File: src/rtl/overdrive_drive_gain.sv
// Drive (pre-gain) stage of the overdrive chain: ramped gain multiply, symmetric saturation,
// 2-cycle pipeline with valid strobe, feeding the soft-clip LUT.
//
// state | meaning
// IDLE  | gain_cur equals the last sampled drive_target
// UP    | gain_cur climbing toward a higher target
// DOWN  | gain_cur falling toward a lower target
module overdrive_drive_gain #(
    parameter int WIDTH     = 24,
    parameter int GAIN_W    = 12,
    parameter int GAIN_FRAC = 8,
    parameter int RAMP_STEP = 1
) (
    input  logic                     clk,
    input  logic                     rst_n,
    input  logic                     in_valid,
    input  logic signed [WIDTH-1:0]  in_sample,
    input  logic        [GAIN_W-1:0] drive_target,
    input  logic                     bypass,
    output logic                     out_valid,
    output logic signed [WIDTH-1:0]  out_sample,
    output logic                     clip_flag,
    output logic        [GAIN_W-1:0] gain_cur
);

    localparam int PW = WIDTH + GAIN_W + 1;
    localparam logic [GAIN_W-1:0] UNITY = GAIN_W'(1 << GAIN_FRAC);
    localparam logic [GAIN_W-1:0] STEP  = GAIN_W'(RAMP_STEP);
    localparam logic signed [PW-1:0] SAT_HI = {{(PW-WIDTH+1){1'b0}}, {(WIDTH-1){1'b1}}};
    localparam logic signed [PW-1:0] SAT_LO = -SAT_HI;

    typedef enum logic [1:0] {
        IDLE = 2'd0,
        UP   = 2'd1,
        DOWN = 2'd2
    } state_t;

    state_t               state, state_nxt;
    logic [GAIN_W-1:0]    gain_nxt;
    logic [GAIN_W-1:0]    up_diff, dn_diff;
    logic                 tgt_gt, tgt_lt, up_hits, dn_hits;

    logic                 s1_valid;
    logic                 s1_bypass;
    logic signed [PW-1:0] s1_prod;
    logic signed [WIDTH-1:0] s1_raw;
    logic signed [PW-1:0] prod_a, prod_g, shifted;
    logic signed [WIDTH-1:0] sat_val;
    logic                 sat_clip;

    // ---------------- gain ramp ----------------
    assign tgt_gt  = drive_target > gain_cur;
    assign tgt_lt  = drive_target < gain_cur;
    assign up_diff = drive_target - gain_cur;
    assign dn_diff = gain_cur - drive_target;
    assign up_hits = up_diff <= STEP;
    assign dn_hits = dn_diff <= STEP;

    always_comb begin
        state_nxt = state;
        gain_nxt  = gain_cur;
        if (in_valid) begin
            // Step never exceeds the remaining distance, so the ramp cannot overshoot or wrap.
            if (tgt_gt)
                gain_nxt = up_hits ? drive_target : gain_cur + STEP;
            else if (tgt_lt)
                gain_nxt = dn_hits ? drive_target : gain_cur - STEP;

            case (state)
                IDLE: begin
                    if (tgt_gt)
                        state_nxt = up_hits ? IDLE : UP;
                    else if (tgt_lt)
                        state_nxt = dn_hits ? IDLE : DOWN;
                end
                UP: begin
                    if (tgt_lt)
                        state_nxt = dn_hits ? IDLE : DOWN;
                    else
                        state_nxt = (tgt_gt && !up_hits) ? UP : IDLE;
                end
                DOWN: begin
                    if (tgt_gt)
                        state_nxt = up_hits ? IDLE : UP;
                    else
                        state_nxt = (tgt_lt && !dn_hits) ? DOWN : IDLE;
                end
                default: state_nxt = IDLE;
            endcase
        end
    end

    always_ff @(posedge clk or negedge rst_n) begin
        if (!rst_n) begin
            state    <= IDLE;
            gain_cur <= UNITY;
        end else begin
            state    <= state_nxt;
            gain_cur <= gain_nxt;
        end
    end

    // ---------------- stage 1: multiply by the pre-update gain ----------------
    assign prod_a = PW'(in_sample);
    assign prod_g = PW'($signed({1'b0, gain_cur}));

    always_ff @(posedge clk or negedge rst_n) begin
        if (!rst_n) begin
            s1_valid  <= 1'b0;
            s1_bypass <= 1'b0;
            s1_prod   <= '0;
            s1_raw    <= '0;
        end else begin
            s1_valid <= in_valid;
            if (in_valid) begin
                s1_bypass <= bypass;
                s1_prod   <= prod_a * prod_g;
                s1_raw    <= in_sample;
            end
        end
    end

    // ---------------- stage 2: scale back and saturate symmetrically ----------------
    assign shifted = s1_prod >>> GAIN_FRAC;

    always_comb begin
        sat_val  = shifted[WIDTH-1:0];
        sat_clip = 1'b0;
        if (s1_bypass) begin
            sat_val = s1_raw;
        end else if (shifted > SAT_HI) begin
            sat_val  = SAT_HI[WIDTH-1:0];
            sat_clip = 1'b1;
        end else if (shifted < SAT_LO) begin
            sat_val  = SAT_LO[WIDTH-1:0];
            sat_clip = 1'b1;
        end
    end

    always_ff @(posedge clk or negedge rst_n) begin
        if (!rst_n) begin
            out_valid  <= 1'b0;
            out_sample <= '0;
            clip_flag  <= 1'b0;
        end else begin
            out_valid <= s1_valid;
            if (s1_valid) begin
                out_sample <= sat_val;
                clip_flag  <= sat_clip;
            end
        end
    end

endmodule

File: config.mk
export PLATFORM = sky130hd
export DESIGN_NAME = overdrive_drive_gain
export DESIGN_NICKNAME = d
export VERILOG_FILES = /design/src/rtl/overdrive_drive_gain.sv
export SDC_FILE = /design/constraint.sdc
export NUM_CORES = 1
export LEC_CHECK = 0
export ABC_AREA = 1
export CAP_MARGIN = 20
export CELL_PAD_IN_SITES_DETAIL_PLACEMENT = 2
export CELL_PAD_IN_SITES_GLOBAL_PLACEMENT = 2
export CORE_MARGIN = 2
export CORE_UTILIZATION = 25
export DETAILED_ROUTE_END_ITERATION = 7
export PLACE_DENSITY_LB_ADDON = 0.1
export SLEW_MARGIN = 20
export SYNTH_ARGS = -nofsm -noshare
export SYNTH_HDL_FRONTEND = slang
export SYNTH_SLANG_ARGS = --single-unit
export TNS_END_PERCENT = 5
File: constraint.sdc
create_clock -name clk -period 14.22 [get_ports clk]
set_clock_uncertainty 0.05 [all_clocks]
set_input_delay 3.555 -clock clk [delete_from_list [all_inputs] [get_ports clk]]
set_output_delay 3.555 -clock clk [all_outputs]
set_load 0.02 [all_outputs]
==> results.cfg, run 1 <==
[cells_and_area]
fillers = 8002
syn_to_final_growth_pct = 11.39
drive_gt1_share_pct = 3.147
diodes = 0
fin_nets = 2813
layout.cells.non_filler = 3288

[timing]
post-route-period-util_pct = 69.51
setup_viol = 0
drv_slew = 0
clock.fmax_ghz = 0.1012
finalHoldViolCount = 0
min_period_ns = 9.884
slew_headroom_pct = 31.02
setup_tns_ns = 0
rsz0062_at_grt = no
worst_pin_slew_ns = 1.031

[worst_setup_path]
path_class = primary input to flip-flop
crit_path_end_kind = flip-flop
startpoint_type = primary input
cp.required_ns = 14.40
crit_arrival_ns = 10.06
crit_fanout = 13

[flow_run]
cap_violations = 0

[detailed_routing]
drc = 0
dr_total_vias = 14870
drt-met1-wl_microns = 32140
wl_per_cell_microns = 19.70
dr.pass1.iters = 5
drt_iter0_drc = 497
avgViaCountPerCell = 4.523
met3_length_microns = 764
postRouteAntennaNets = 0
routed.top_layer = met4
totalWireLength_microns = 64770
wl_met2_microns = 31400

[global_routing]
first_global_vias = 17210
grt_usage_pct = 19.08
grt_pass1_wl_microns = 102900
grt_max_degree = 57
grt_overflow = 0
antenna_found_initial = 0

[clock_network]
cts.hold.buffers_added = 0
cts-root-buf = clkbuf_16
cts_tree = yes
numCtsBuffers = 9
ctsHtreeMaxLevel = 3
clockBufferDepth = 2
cts.sinks = 93
clkLatencyLatePin_ns = 0.37
path_clk_slew_ns = 0.07
postCtsSetupBuffers = 0
cts_resized = 0

[die]
core-area_sq_um = 67280
rows = 95
dieHeight_microns = 264.8
die_area_sq_um = 70110
die_x_microns = 264.8
io-pin-count = 78
start_util_pct = 25.27

[placement]
dp_hpwl_microns = 52540
placedCellCount = 3272
gp_congestion = 0.8386
io_buffers = 77

[logic_synthesis]
synthFlopType = dfrtp_1
synth_edf_count = 0
synthArstFlopShare_pct = 100.0
syn_inst = 2394
synth_area_sq_um = 17000
syn_avg_cell_area_sq_um = 7.102
synth_top_area_share_pct = 30.50
yosys.area.top_type = fa_1
ys_seq_area_share_pct = 13.69
synth_fp_nets = 2797
synth_area_leaders = fa_1 30%, nand2_1 16%, inv_1 14%
yosys_warnings = 0
synth_cell_types = 42
synth-seq-cells = 93

[status]
outcome = finished, final reports clean

[worst_hold_path]
worstHoldPathType = flip-flop to flip-flop
-- cells in the mapped netlist (all sizes together), types with 2 or more instances --
cell / n
nand2: 728
inv: 652
fa: 259
ha: 104
dfrtp: 92
nand3: 86
nor2: 79
o21ai: 75
clkbuf: 59
a21oi: 50
buf: 37
nand4: 37
o211ai: 24
xor2: 21
xnor2: 16
a31oi: 12
nor3: 12
or2: 9
a21o: 7
nand3b: 7
o21bai: 7
nor4: 6
and3: 3
a21boi: 2
and2: 2
clkinv: 2
o21a: 2
-- cell type report --
type / count / area, sq um / share of cell area [%]
flip-flops and latches: 93 / 2328 / 12.29
multi-input cells: 1551 / 11830 / 62.45
well taps: 873 / 1092 / 5.767
clock inverters: 7 / 67.56 / 0.3567
repair buffers: 101 / 943.4 / 4.981
clock buffers: 9 / 225.2 / 1.189
inverters: 654 / 2455 / 12.96
-- metrics by stage --
stage               hold slack [ns]  cell area, sq um  worst slack (ns)  util, %
floorplan                    0.3019             17000             5.735        -
global route                 0.4575             18940             3.875    28.15
global placement             0.4047             18650             3.870    27.72
finish                       0.4289             18940             4.336    28.15
CTS                          0.4319             18940             4.226    28.15
detailed placement           0.4136             18650             3.861    27.72
-- path summary, 6_finish.rpt --
kind | start | to | slack [ns] | depth (start not counted)
worst max-delay path | in_sample[23] | s1_prod[30] | 4.34 | 21
worst min-delay path | s1_raw[19] | s1_raw[19] | 0.43 | 2
worst max register to register | gain_cur[3] | s1_prod[30] | 7.52 | 21
worst min register to register | s1_raw[19] | s1_raw[19] | 0.43 | 2
max in group asynchronous | rst_n | s1_raw[2] | 9.77 | 2
min in group asynchronous | rst_n | gain_cur[4] | 3.14 | 1
-- routing by layer --
layer | track usage [%] | vias up
li1 | - | 7002
met1 | 26.86 | 7741
met2 | 33.37 | 110
met3 | 0.7989 | 19
met4 | 2.306 | 0
met5 | 0 | -
-- sequential cells by signal, summed over array words and instances, names as in the netlist --
signal	count
s1_prod	29
out_sample	24
s1_raw	24
gain_cur	12
clip_flag	1
out_valid	1
s1_bypass	1
s1_valid	1
-- worst max-delay path, stage by stage --
cell and delay, ns:
clkdlybuf4s50_1 0.88, nand2_1 0.34, inv_1 0.11, fa_1 0.57
inv_1 0.09, fa_1 0.77, inv_1 0.28, fa_1 0.54
fa_1 0.49, inv_1 0.06, fa_1 0.53, inv_1 0.04
ha_1 0.41, a21oi_1 0.20, inv_1 0.08, a31oi_1 0.29
o21ai_0 0.17, a21oi_1 0.23, nand3b_1 0.11, nand3_1 0.20
o21ai_0 0.12
-- cell usage in the layout, fill, tap and decap left out, types with 50 or more instances in the layout --
master / synthesis / final
ha_1: 104 / 104
o21ai_0: 71 / 71
inv_1: 642 / 641
a21oi_1: 50 / 50
nand3_1: 85 / 85
clkdlybuf4s50_1: 0 / 75
nor2_1: 70 / 70
nand2_1: 725 / 725
dfrtp_1: 92 / 92
fa_1: 259 / 259
-- kinds of logic after synthesis --
group	count (synthesis)	share of synthesized area (%)
AND/OR/NAND/NOR	969	23.37
AO/OA/AOI/OAI	182	6.137
flip-flops	93	13.69
buffers and inverters	750	16.74
XOR/XNOR	37	1.906
adder cells (fa/ha/maj)	363	38.15
Power of run 1 is not shown: default switching activity piles up to over one toggle a cycle in this logic, so the estimate is an artifact.
==> run 2, diff against run 1 <==
- clock period: 14.22 -> 10 ns (I/O delays scaled with it)
==> run 2 against run 1 <==
Clock-buffer cell count unchanged. Non-clock buffer count grew 4. Via count increased by 0.45%.
==> results.cfg, run 2 (same netlist as run 1, synthesis figures left out) <==
[status]
outcome = finished, final reports clean

[clock_network]
cts_tree = yes
cts.sinks = 93
clkLatencyLatePin_ns = 0.37
path_clk_slew_ns = 0.08
numCtsBuffers = 9
postCtsSetupBuffers = 0
clockBufferDepth = 2
cts-root-buf = clkbuf_16
cts.hold.buffers_added = 0
cts_resized = 0
ctsHtreeMaxLevel = 3

[timing]
setup_tns_ns = 0
finalHoldViolCount = 0
setup_viol = 0
slew_headroom_pct = 31.26
min_period_ns = 8.853
rsz0062_at_grt = no
worst_pin_slew_ns = 1.028
drv_slew = 0
clock.fmax_ghz = 0.1130
post-route-period-util_pct = 88.53

[detailed_routing]
wl_per_cell_microns = 19.90
drc = 0
met3_length_microns = 1162
drt-met1-wl_microns = 32320
postRouteAntennaNets = 0
dr_total_vias = 14940
totalWireLength_microns = 65510
drt_iter0_drc = 629
avgViaCountPerCell = 4.538
dr.pass1.iters = 5
wl_met2_microns = 31430
routed.top_layer = met4

[cells_and_area]
final_cell_mix = 725 x nand2_1, 641 x inv_1, 259 x fa_1
syn_to_final_growth_pct = 11.60
largest-register = s1_prod
final_common_cell = nand2_1
diodes = 0
fillers = 8049
largestRegisters = s1_prod: 29 flops, out_sample: 24 flops, s1_raw: 24 flops
fin_nets = 2817
seqCellArea_sq_um = 2328
largest_reg_flops = 29
drive_gt1_share_pct = 3.307
multi_input_area_sq_um = 11830

[global_routing]
antenna_found_initial = 2
grt_max_degree = 57
grt_usage_pct = 19.40
grt_overflow = 0
first_global_vias = 17510
grt_pass1_wl_microns = 104100

[worst_setup_path]
timing.rr.end = s1_prod[30]
crit_arrival_ns = 9.03
cpPeakStageDelay_ns = 0.91
critPathSlowestCell = clkdlybuf4s50_1
path_class = primary input to flip-flop
crit_top_cell = inv_1
cp_num_buf_inv = 7
r2r-start = gain_cur[3]
cp-endpoint = s1_prod[30]
startpoint_type = primary input
crit_fanout = 13
crit_path_end_kind = flip-flop
cp_top_family = adder cells
path_cells = clkdlybuf4s50_1 > nand2_1 > inv_1 > fa_1 > inv_1 > fa_1 > inv_1 > fa_1 > fa_1 > inv_1 > fa_1 > inv_1 > ha_1 > a21oi_1 > inv_1 > a31oi_1 > o21ai_0 > a21oi_1 > nand3b_1 > nand3_1 > o21ai_0
reg2regPathDepth = 21
crit_start = in_sample[23]
cp_num_cells = 21
reg2reg_slack_ns = 3.30
cp.required_ns = 10.17

[die]
start_util_pct = 25.27
die_x_microns = 264.8
core-area_sq_um = 67280
dieHeight_microns = 264.8
rows = 95
die_area_sq_um = 70110
io-pin-count = 78

[worst_hold_path]
hold_depth = 2
worstHoldPathType = flip-flop to flip-flop

[placement]
io_buffers = 77
dp_hpwl_microns = 53690
gp_congestion = 0.8230

[flow_run]
cap_violations = 0
==> run 2: layout make-up <==
class | count | share of cell area (%)
tap | 873 | 5.757
inverter | 654 | 12.94
sequential | 93 | 12.27
clock inverter | 7 | 0.3825
clock buffer | 9 | 1.187
timing repair buffer | 105 | 5.130
multi-input combinational | 1551 | 62.33
==> run 2: how the worst min path moves through the flow <==
stage | startpoint | endpoint
2_1_floorplan | s1_valid | out_valid
3_3_place_gp | s1_raw[21] | s1_raw[21]
3_5_place_dp | s1_raw[19] | s1_raw[19]
4_1_cts | s1_raw[19] | s1_raw[19]
5_1_grt | s1_prod[24] | s1_prod[24]
6_report | s1_raw[4] | s1_raw[4]
==> run 2: worst register-to-register path: cells and delay by family, from the launching register on <==
family | cells | cell delay (ns)
adders and majority gates | 6 | 3.32
buffers and inverters | 7 | 1.01
AOI/OAI and AO/OA | 5 | 1.02
and+or+nand+nor | 3 | 0.43
DFF | 1 | 0.71
==> run 2: per-layer routing <==
layer  global-route usage [%]  up-vias
met4                    2.840        0
met3                    1.133       33
met5                        0        -
met2                    33.61      150
met1                    27.18     7744
li1                         -     7012
==> run 2: metrics by stage <==
| step | hold slack [ns] | instance area (sq um) | worst slack (ns) | cells | utilization, % |
|---|---|---|---|---|---|
| floorplan | 0.3019 | 17000 | 2.570 | 2394 | - |
| global placement | 0.4077 | 18680 | 0.7249 | 3276 | 27.76 |
| detailed placement | 0.4152 | 18680 | 0.6816 | 3276 | 27.76 |
| CTS | 0.4335 | 18970 | 1.063 | 3292 | 28.20 |
| global route | 0.4542 | 18970 | 0.6807 | 3292 | 28.20 |
| finish | 0.4279 | 18970 | 1.147 | 3292 | 28.20 |
Power of run 2 is left out for the same reason.
